**src/rtl/fp_div_iter.sv**
```systemverilog
// Iterative IEEE-754 divider: one restoring quotient bit per cycle, RNE rounding,
// flush-to-zero for subnormals. Zero, inf and NaN operands resolve in one cycle without dividing.
module fp_div_iter #(
   parameter int EXP_W = 8,
   parameter int MAN_W = 23
) (
   input  logic                 clk,
   input  logic                 rst_n,
   input  logic                 in_valid,
   output logic                 in_ready,
   input  logic [EXP_W+MAN_W:0] in1,
   input  logic [EXP_W+MAN_W:0] in2,
   output logic                 out_valid,
   input  logic                 out_ready,
   output logic [EXP_W+MAN_W:0] result,
   output logic                 busy
);
   localparam int W  = 1 + EXP_W + MAN_W;
   localparam int EW = EXP_W + 2;
   localparam int QW = MAN_W + 3;
   localparam int CW = $clog2(QW);
   localparam logic signed [EW-1:0] BIAS = EW'((2 ** (EXP_W - 1)) - 1);
   localparam logic signed [EW-1:0] EMAX = EW'((2 ** EXP_W) - 1);
   localparam logic [W-1:0]         QNAN = {1'b0, {(EXP_W + MAN_W){1'b1}}};

   typedef enum logic [1:0] {S_IDLE, S_DIVIDE, S_NORM, S_DONE} state_t;

   state_t                 state_q, state_d;
   logic [CW-1:0]          cnt_q, cnt_d;
   logic [MAN_W+1:0]       rem_q, rem_d;
   logic [MAN_W:0]         div_q, div_d;
   logic [QW-1:0]          quo_q, quo_d;
   logic signed [EW-1:0]   exp_q, exp_d;
   logic                   sign_q, sign_d;
   logic [W-1:0]           res_q, res_d;
   logic                   ovld_q, ovld_d;

   logic [EXP_W-1:0]       a_exp, b_exp;
   logic [MAN_W-1:0]       a_man, b_man;
   logic                   a_zero, a_inf, a_nan, b_zero, b_inf, b_nan, special;
   logic                   in_sign;
   logic [W-1:0]           spec_res;
   logic signed [EW-1:0]   exp_init;

   assign a_exp   = in1[W-2:MAN_W];
   assign b_exp   = in2[W-2:MAN_W];
   assign a_man   = in1[MAN_W-1:0];
   assign b_man   = in2[MAN_W-1:0];
   assign in_sign = in1[W-1] ^ in2[W-1];
   assign a_zero  = (a_exp == '0);
   assign b_zero  = (b_exp == '0);
   assign a_inf   = (&a_exp) && (a_man == '0);
   assign b_inf   = (&b_exp) && (b_man == '0);
   assign a_nan   = (&a_exp) && (a_man != '0);
   assign b_nan   = (&b_exp) && (b_man != '0);
   assign special = a_zero | a_inf | a_nan | b_zero | b_inf | b_nan;
   assign exp_init = $signed({2'b00, a_exp}) - $signed({2'b00, b_exp}) + BIAS;

   always_comb begin
      spec_res = {in_sign, {EXP_W{1'b1}}, {MAN_W{1'b0}}};
      if (a_nan || b_nan || (a_zero && b_zero) || (a_inf && b_inf))
         spec_res = QNAN;
      else if (a_zero || b_inf)
         spec_res = '0;
   end

   // Restoring step: remainder stays below twice the divisor, so MAN_W+2 bits suffice.
   logic                   ge;
   logic [MAN_W+1:0]       diff, rem_nxt;
   assign ge      = (rem_q >= {1'b0, div_q});
   assign diff    = rem_q - {1'b0, div_q};
   assign rem_nxt = ge ? {diff[MAN_W:0], 1'b0} : {rem_q[MAN_W:0], 1'b0};

   logic                   msb, g_bit, r_bit, s_bit, rnd_up, carry;
   logic [MAN_W:0]         sig;
   logic [MAN_W+1:0]       sig_r;
   logic [MAN_W-1:0]       man_n;
   logic signed [EW-1:0]   exp_n;
   logic [W-1:0]           norm_res;

   always_comb begin
      msb    = quo_q[QW-1];
      sig    = msb ? quo_q[QW-1:2] : quo_q[QW-2:1];
      g_bit  = msb ? quo_q[1] : quo_q[0];
      r_bit  = msb ? quo_q[0] : 1'b0;
      s_bit  = (rem_q != '0);
      rnd_up = g_bit & (r_bit | s_bit | sig[0]);
      sig_r  = {1'b0, sig} + {{(MAN_W + 1){1'b0}}, rnd_up};
      carry  = sig_r[MAN_W+1];
      man_n  = carry ? sig_r[MAN_W:1] : sig_r[MAN_W-1:0];
      exp_n  = exp_q - {{(EW - 1){1'b0}}, ~msb} + {{(EW - 1){1'b0}}, carry};
      if (!exp_n[EW-1] && exp_n >= EMAX)
         norm_res = {sign_q, {EXP_W{1'b1}}, {MAN_W{1'b0}}};
      else if (exp_n[EW-1] || exp_n == '0)
         norm_res = '0;
      else
         norm_res = {sign_q, exp_n[EXP_W-1:0], man_n};
   end

   always_comb begin
      state_d = state_q;
      cnt_d   = cnt_q;
      rem_d   = rem_q;
      div_d   = div_q;
      quo_d   = quo_q;
      exp_d   = exp_q;
      sign_d  = sign_q;
      res_d   = res_q;
      ovld_d  = ovld_q;
      case (state_q)
         S_IDLE: begin
            if (in_valid) begin
               sign_d = in_sign;
               if (special) begin
                  res_d   = spec_res;
                  ovld_d  = 1'b1;
                  state_d = S_DONE;
               end else begin
                  rem_d   = {2'b01, a_man};
                  div_d   = {1'b1, b_man};
                  quo_d   = '0;
                  cnt_d   = '0;
                  exp_d   = exp_init;
                  state_d = S_DIVIDE;
               end
            end
         end
         S_DIVIDE: begin
            rem_d = rem_nxt;
            quo_d = {quo_q[QW-2:0], ge};
            if (cnt_q == CW'(QW - 1)) begin
               cnt_d   = '0;
               state_d = S_NORM;
            end else begin
               cnt_d = cnt_q + 1'b1;
            end
         end
         S_NORM: begin
            res_d   = norm_res;
            ovld_d  = 1'b1;
            state_d = S_DONE;
         end
         S_DONE: begin
            if (out_ready) begin
               ovld_d  = 1'b0;
               state_d = S_IDLE;
            end
         end
         default: state_d = S_IDLE;
      endcase
   end

   always_ff @(posedge clk) begin
      if (!rst_n) begin
         state_q <= S_IDLE;
         cnt_q   <= '0;
         rem_q   <= '0;
         div_q   <= '0;
         quo_q   <= '0;
         exp_q   <= '0;
         sign_q  <= 1'b0;
         res_q   <= '0;
         ovld_q  <= 1'b0;
      end else begin
         state_q <= state_d;
         cnt_q   <= cnt_d;
         rem_q   <= rem_d;
         div_q   <= div_d;
         quo_q   <= quo_d;
         exp_q   <= exp_d;
         sign_q  <= sign_d;
         res_q   <= res_d;
         ovld_q  <= ovld_d;
      end
   end

   assign in_ready  = (state_q == S_IDLE);
   assign busy      = (state_q != S_IDLE);
   assign out_valid = ovld_q;
   assign result    = res_q;
endmodule

```
**config.mk**
```make
export PLATFORM = sky130hd
export DESIGN_NAME = fp_div_iter
export DESIGN_NICKNAME = d
export VERILOG_FILES = /design/src/rtl/fp_div_iter.sv
export SDC_FILE = /design/constraint.sdc
export NUM_CORES = 1
export LEC_CHECK = 0
export ABC_AREA = 1
export ABC_CLOCK_PERIOD_IN_PS = 13020
export BUFFER_PORTS_ARGS = -buffer_cell sky130_fd_sc_hd__buf_2
export CAP_MARGIN = 20
export CORE_ASPECT_RATIO = 1.1
export CORE_MARGIN = 10
export CORE_UTILIZATION = 65
export CTS_BUF_LIST = sky130_fd_sc_hd__clkbuf_8
export CTS_CLUSTER_SIZE = 16
export DETAILED_ROUTE_END_ITERATION = 12
export PLACE_DENSITY = 0.83
export SETUP_SLACK_MARGIN = 0.15
export SYNTH_ARGS = -nofsm -noshare
export SYNTH_HDL_FRONTEND = slang
export SYNTH_SLANG_ARGS = --single-unit
```
**constraint.sdc**
```tcl
create_clock -name clk -period 13.02 [get_ports clk]
set_clock_uncertainty 0.05 [all_clocks]
set_input_delay 0.651 -clock clk [delete_from_list [all_inputs] [get_ports clk]]
set_output_delay 0.651 -clock clk [all_outputs]
set_load 0.1 [all_outputs]
```
Yosys cells after proc, flatten, opt, wreduce, memory -nomap -nowiden
Index checks and enable logic that the tools add are counted.
{"block": "totals", "out_inout_bits": 35, "word_cells": 103, "regBits": 126}
{"block": "classes", "n_eq_ne": 9, "n_mux": 31, "reduce_logical": 34, "magnitude_cmp": 2, "add_sub_neg": 7, "bitwise_logic": 11}
{"op": "$mux W32", "n": 6}
{"op": "$mux W25", "n": 3}
{"op": "$pmux W32 S2", "n": 1}
{"op": "$mux W26", "n": 2}
{"op": "$pmux W26 S2", "n": 1}
{"op": "$pmux W25 S2", "n": 1}
{"op": "$logic_not A23 Y1", "n": 2}
{"op": "$reduce_bool A23 Y1", "n": 2}
{"op": "$add A24 B1 Y25", "n": 1}
{"op": "$ge A25 B24 Y1", "n": 1}
{"op": "$reduce_bool A25 Y1", "n": 1}
{"op": "$mux W24", "n": 1}
{"op": "$sub A24 B24 Y24", "n": 1}
{"op": "$mux W23", "n": 1}
{"op": "$logic_not A8 Y1", "n": 2}
{"op": "$reduce_and A8 Y1", "n": 2}
{"op": "$mux W5", "n": 3}
{"op": "$reduce_and A3 Y1", "n": 4}
{"op": "$add A10 B1 Y10", "n": 1}
{"op": "$add A9 B8 Y10 const B", "n": 1}
{"op": "$ge A10 B9 Y1 const B", "n": 1}
{"op": "$logic_not A10 Y1", "n": 1}
{"op": "$pmux W5 S2", "n": 1}
{"op": "$sub A10 B1 Y10", "n": 1}
{"op": "other kinds (23)", "n": 53}

Longest topological paths before layout
{"block": "logic_depth", "word_depth": 11, "mapped_depth": 33, "mapped_depth_nobuf": 33}

Worst setup path after synthesis
No wires, ideal clock.
{"block": "synth_path", "path_type": "register to register", "startpoint": "reg quo_q[25]", "endpoint": "reg res_q[15] (netlist: result[15])", "t_arrival_ps": 4011, "stages_incl_launch_ff": 29, "setup_time_ps": 122, "path_buffers": 2, "slack_ps": 8837, "required_time_ps": 12848, "cell_sequence": "dfxtp_1 buf_6 o211ai_1 inv_1 ha_1 inv_1 nor2_1 nand3_2 nor2_1 nand3_1 nor3_1 nand4_1 nor2_1 nand3_1 ha_1 inv_1 ha_1 inv_1 fa_1 or2_2 nor2_1 nand3_1 nor2_1 nand4_1 nand2_1 nor2_4 buf_4 nand3_1 a21oi_1"}
{"block": "synth_between", "elab_chain_len": 11}
{"element": "start, declared", "line": "32", "source": "logic [QW-1:0] quo_q, quo_d;"}
{"element": "start signal, assigned", "line": "169", "source": "quo_q <= quo_d;"}
{"element": "branches (longest 9 deep; another with $add A24 B1 Y25)"}
{"element": "$mux W32 (*)", "line": "92", "source": "if (!exp_n[EW-1] && exp_n >= EMAX)"}
{"element": "$pmux W32 S2 (*)", "line": "110", "source": "case (state_q)"}
{"element": "end signal, assigned", "line": "172", "source": "res_q <= res_d;"}
{"element": "end, declared", "line": "35", "source": "logic [W-1:0] res_q, res_d;"}
Every way passes the cells marked *.
A chain may end at the register's enable or synchronous reset.

Worst setup path after layout
{"block": "layout_path", "startpoint": "reg quo_q[25]", "endpoint": "reg res_q[17] (netlist: result[17])"}
Same word-level chain as after synthesis.

==> impl_results.md <==
* PortBufs at 102
* GR Overflow Total at 0
* Unique cell type count in the Yosys netlist at 47
* Hold buffer count at CTS at 0
* Cell row count at 47
* Synth-to-layout area growth at 9.123%
* Worst slew margin at 37.81%
* DR pass1 iterations at 5
* #FFs+latches synth at 126
* Max-cap viol count at 0
* PwrDens at 268.9 mW/mm^2
* Async set-reset flop share out of synthesis at 0%
* DRC errors left at 0
* R2R Setup Slk at 7.50 ns
* Total Nets Final at 1764
* Setup Crit Path Kind: reg2reg
* Max incr delay on CP at 0.58 ns
* Hold Path Origin: rem_q[0]
* Fin. Hold Viols at 0
* Post-CTS Resized at 0
* # setup viols final at 0
* I/O pins at 103
* CP arrival at 5.85 ns
* Maximum vdd ir drop at 217.2 uV
* Vias in the first global route at 9856
* Slew @ Worst Pin at 0.9314 ns
* Final HPWL DP at 21.80 mm
* Clk root buf: clkbuf_8
* Sinks on Clock Net at 126
* Outcome: finished clean
* Fmax at 181.1 MHz
* Worst Path Max Fanout at 34
* Hold slack at 0.4165 ns
* Number of synthesized flops with an enable pin at 0
* Crit end category: flip-flop
* Syn avg cell area at 6.225 um^2
* Required @ worst endpoint at 13.35 ns
* Startpoint Class: flip-flop
* Worst-path clk slew at 0.07 ns
* ANT cells at 0
* CP max stage cell: dfxtp_1
* Die W at 137.0 um
* Leakage at 4.920 nW
* Final Critical Period at 5.523 ns
* Wire per inst at 15.47 um
* Layout cell share with drive strength beyond 1 at 13.20%
* Gp weighted congestion at 0.9713
* Placed Area at 0.01031 mm^2
* Worst-skew pair later-pin latency at 0.45 ns
* Postcts setup bufs at 0
* Routed Antenna Nets at 0
* Slew Limit Fails at 0
* Num CTS Buffers at 17
* Reg-to-reg endpoint: result[17]
* Worst-case reg-to-reg path depth at 31
* WHS Path Cells at 2
* Tot GR Track Use at 27.68%
* Detailed Route WL at 28.59 mm
* Fin area at 0.01069 mm^2
* Filler cell count at 1393
* Die area at 0.02038 mm^2
* Syn_nets at 1694
* R2r startpoint: quo_q[25]
* H-tree level count at 4
* Setup TNS at 0 ns
* Final worst-path cycle share at 42.42%
* Deepest clock path buffer count at 2
* Non-filler cells, final at 1848
* Vias per cell at 5.793
* Initial core utilization at 65.56%
* Yosys top cell by area: dfxtp_1
* CTS tree: built
* Top_reg_cell synth: dfxtp_1
* Unrepaired setup endpoints after global routing: false
* First-pass GRT wire length at 46.70 mm
* Area share of the largest cell type after synthesis at 25.76%
* Yosys warning count at 0
* Cells after synthesis at 1573
* Largest net degree at the start of global routing at 85
* Die Ht at 148.7 um
* # placed instances at 1820
* Synthesized area at 0.009792 mm^2
* Iteration-0 DRC Markers at 880
* Post-synthesis sequential area ratio at 25.76%
* Synth area leaders: dfxtp_1, nand2_1, a21oi_1, inv_1, ha_1
* Antenna violations before repair at 0
* Via count at 10705
* CORE AREA at 0.01494 mm^2
* Min-Delay Path Class: reg2reg
* Worst hold path endpoint: rem_q[0]
flip-flops by register name, summed over array words and instances (netlist names):
register and count:
cnt_q 5, div_q 24, exp_q 10, out_valid 1, quo_q 26, rem_q 25, result 32, sign_q 1
state_q 2
synthesized netlist by cell type (2+ instances only):
library cell	number
nor2_4	7
nand2_2	17
xnor2_1	15
a21o_1	3
nand2_1	390
nand3_1	97
nor2_1	127
buf_6	7
nand3_2	15
a21oi_1	180
nand3b_1	4
a21oi_2	6
nand4_1	52
a31oi_1	2
o21ai_0	121
ha_1	50
buf_2	13
buf_1	5
o21ai_2	3
o21ai_1	10
inv_2	7
dfxtp_1	126
o21bai_1	3
a31o_2	2
nor3_1	28
nor4_1	5
clkbuf_1	31
nor2_2	13
buf_4	3
or2_2	4
clkinv_1	4
and3_1	2
xor2_1	10
nand2_4	2
fa_1	3
inv_1	194
a311oi_1	2
through the flow:
step | utilization (%) | worst slack [ns] | total power (W)
floorplan | - | 8.837 | 0.002121
CTS | 71.54 | 7.579 | 0.002838
global route | 71.54 | 6.879 | 0.003102
global placement | 69.00 | 7.816 | 0.002460
finish | 71.54 | 7.497 | 0.002873
detailed placement | 69.00 | 7.624 | 0.002490
logic make-up after synthesis:
logic type      after synthesis  synth area share, %
flops                       126                25.76
xor+xnor                     26                2.517
fa+ha+maj                    53                7.002
compound gates              337                18.14
simple gates                767                35.64
buf+inv                     264                10.94
power breakdown:
group	leakage, nW	switching (W)	internal [W]
Sequential	1.03	0.0000697	0.000499
Clock	0.197	0.000155	0.000185
Combinational	3.69	0.00144	0.000526
Total	4.92	0.00166	0.00121
worst max path at each step:
stage / startpoint / cells past startpoint / end
after global routing: quo_q[25] / 31 / result[17]
after floorplan: quo_q[25] / 28 / result[15]
after global placement: quo_q[25] / 31 / result[17]
after CTS: quo_q[25] / 31 / result[17]
final: quo_q[25] / 31 / result[17]
after detailed placement: quo_q[25] / 31 / result[15]
critical path, delay by kind of cell, from the launching register on:
kind	cells	cell delay, ns
simple gates	18	2.40
buf+inv	7	0.88
fa+ha+maj	4	1.05
compound gates	2	0.47
flops	1	0.58
layer usage:
layer	part of all wire (%)	track usage (%)	vias to the layer above	wire length, um
met5	0	0	-	0
met4	4.3	13.50	0	1230
met3	6.6	5.425	85	1884
met2	48	46.97	407	13850
met1	41	32.52	4895	11630
li1	-	-	5318	-
cells in the final DEF, fill, tap and decap left out, types with 3 or more instances in the layout:
cell and instances:
nor3_1 28, xor2_1 10, o21ai_0 121, a21oi_2 6
inv_1 195, a21o_1 3, o21ai_1 10, buf_4 8
a21oi_1 180, nand4_1 52, nor2_1 127, xnor2_1 15
nand3b_1 4, fa_1 3, inv_2 7, or2_2 4
o21ai_2 3, dfxtp_1 126, nand2_1 390, nor4_1 5
o21bai_1 3, nand3_1 97, nor2_2 13, nand3_2 15
nor2_4 7, buf_2 102, ha_1 50, clkinv_1 4
clkbuf_8 21, nand2_2 17
layout make-up:
class / instances / area [um^2] / area share (%)
clock buffers: 21 / 289.0 / 2.705
repair buffers: 110 / 570.5 / 5.340
multi-input cells: 1183 / 6198 / 58.01
flip-flops and latches: 126 / 2522 / 23.61
inverters: 205 / 769.5 / 7.201
well taps: 196 / 245.2 / 2.295
clock inverters: 7 / 90.09 / 0.8431
Power figures use the tool's default switching activity.
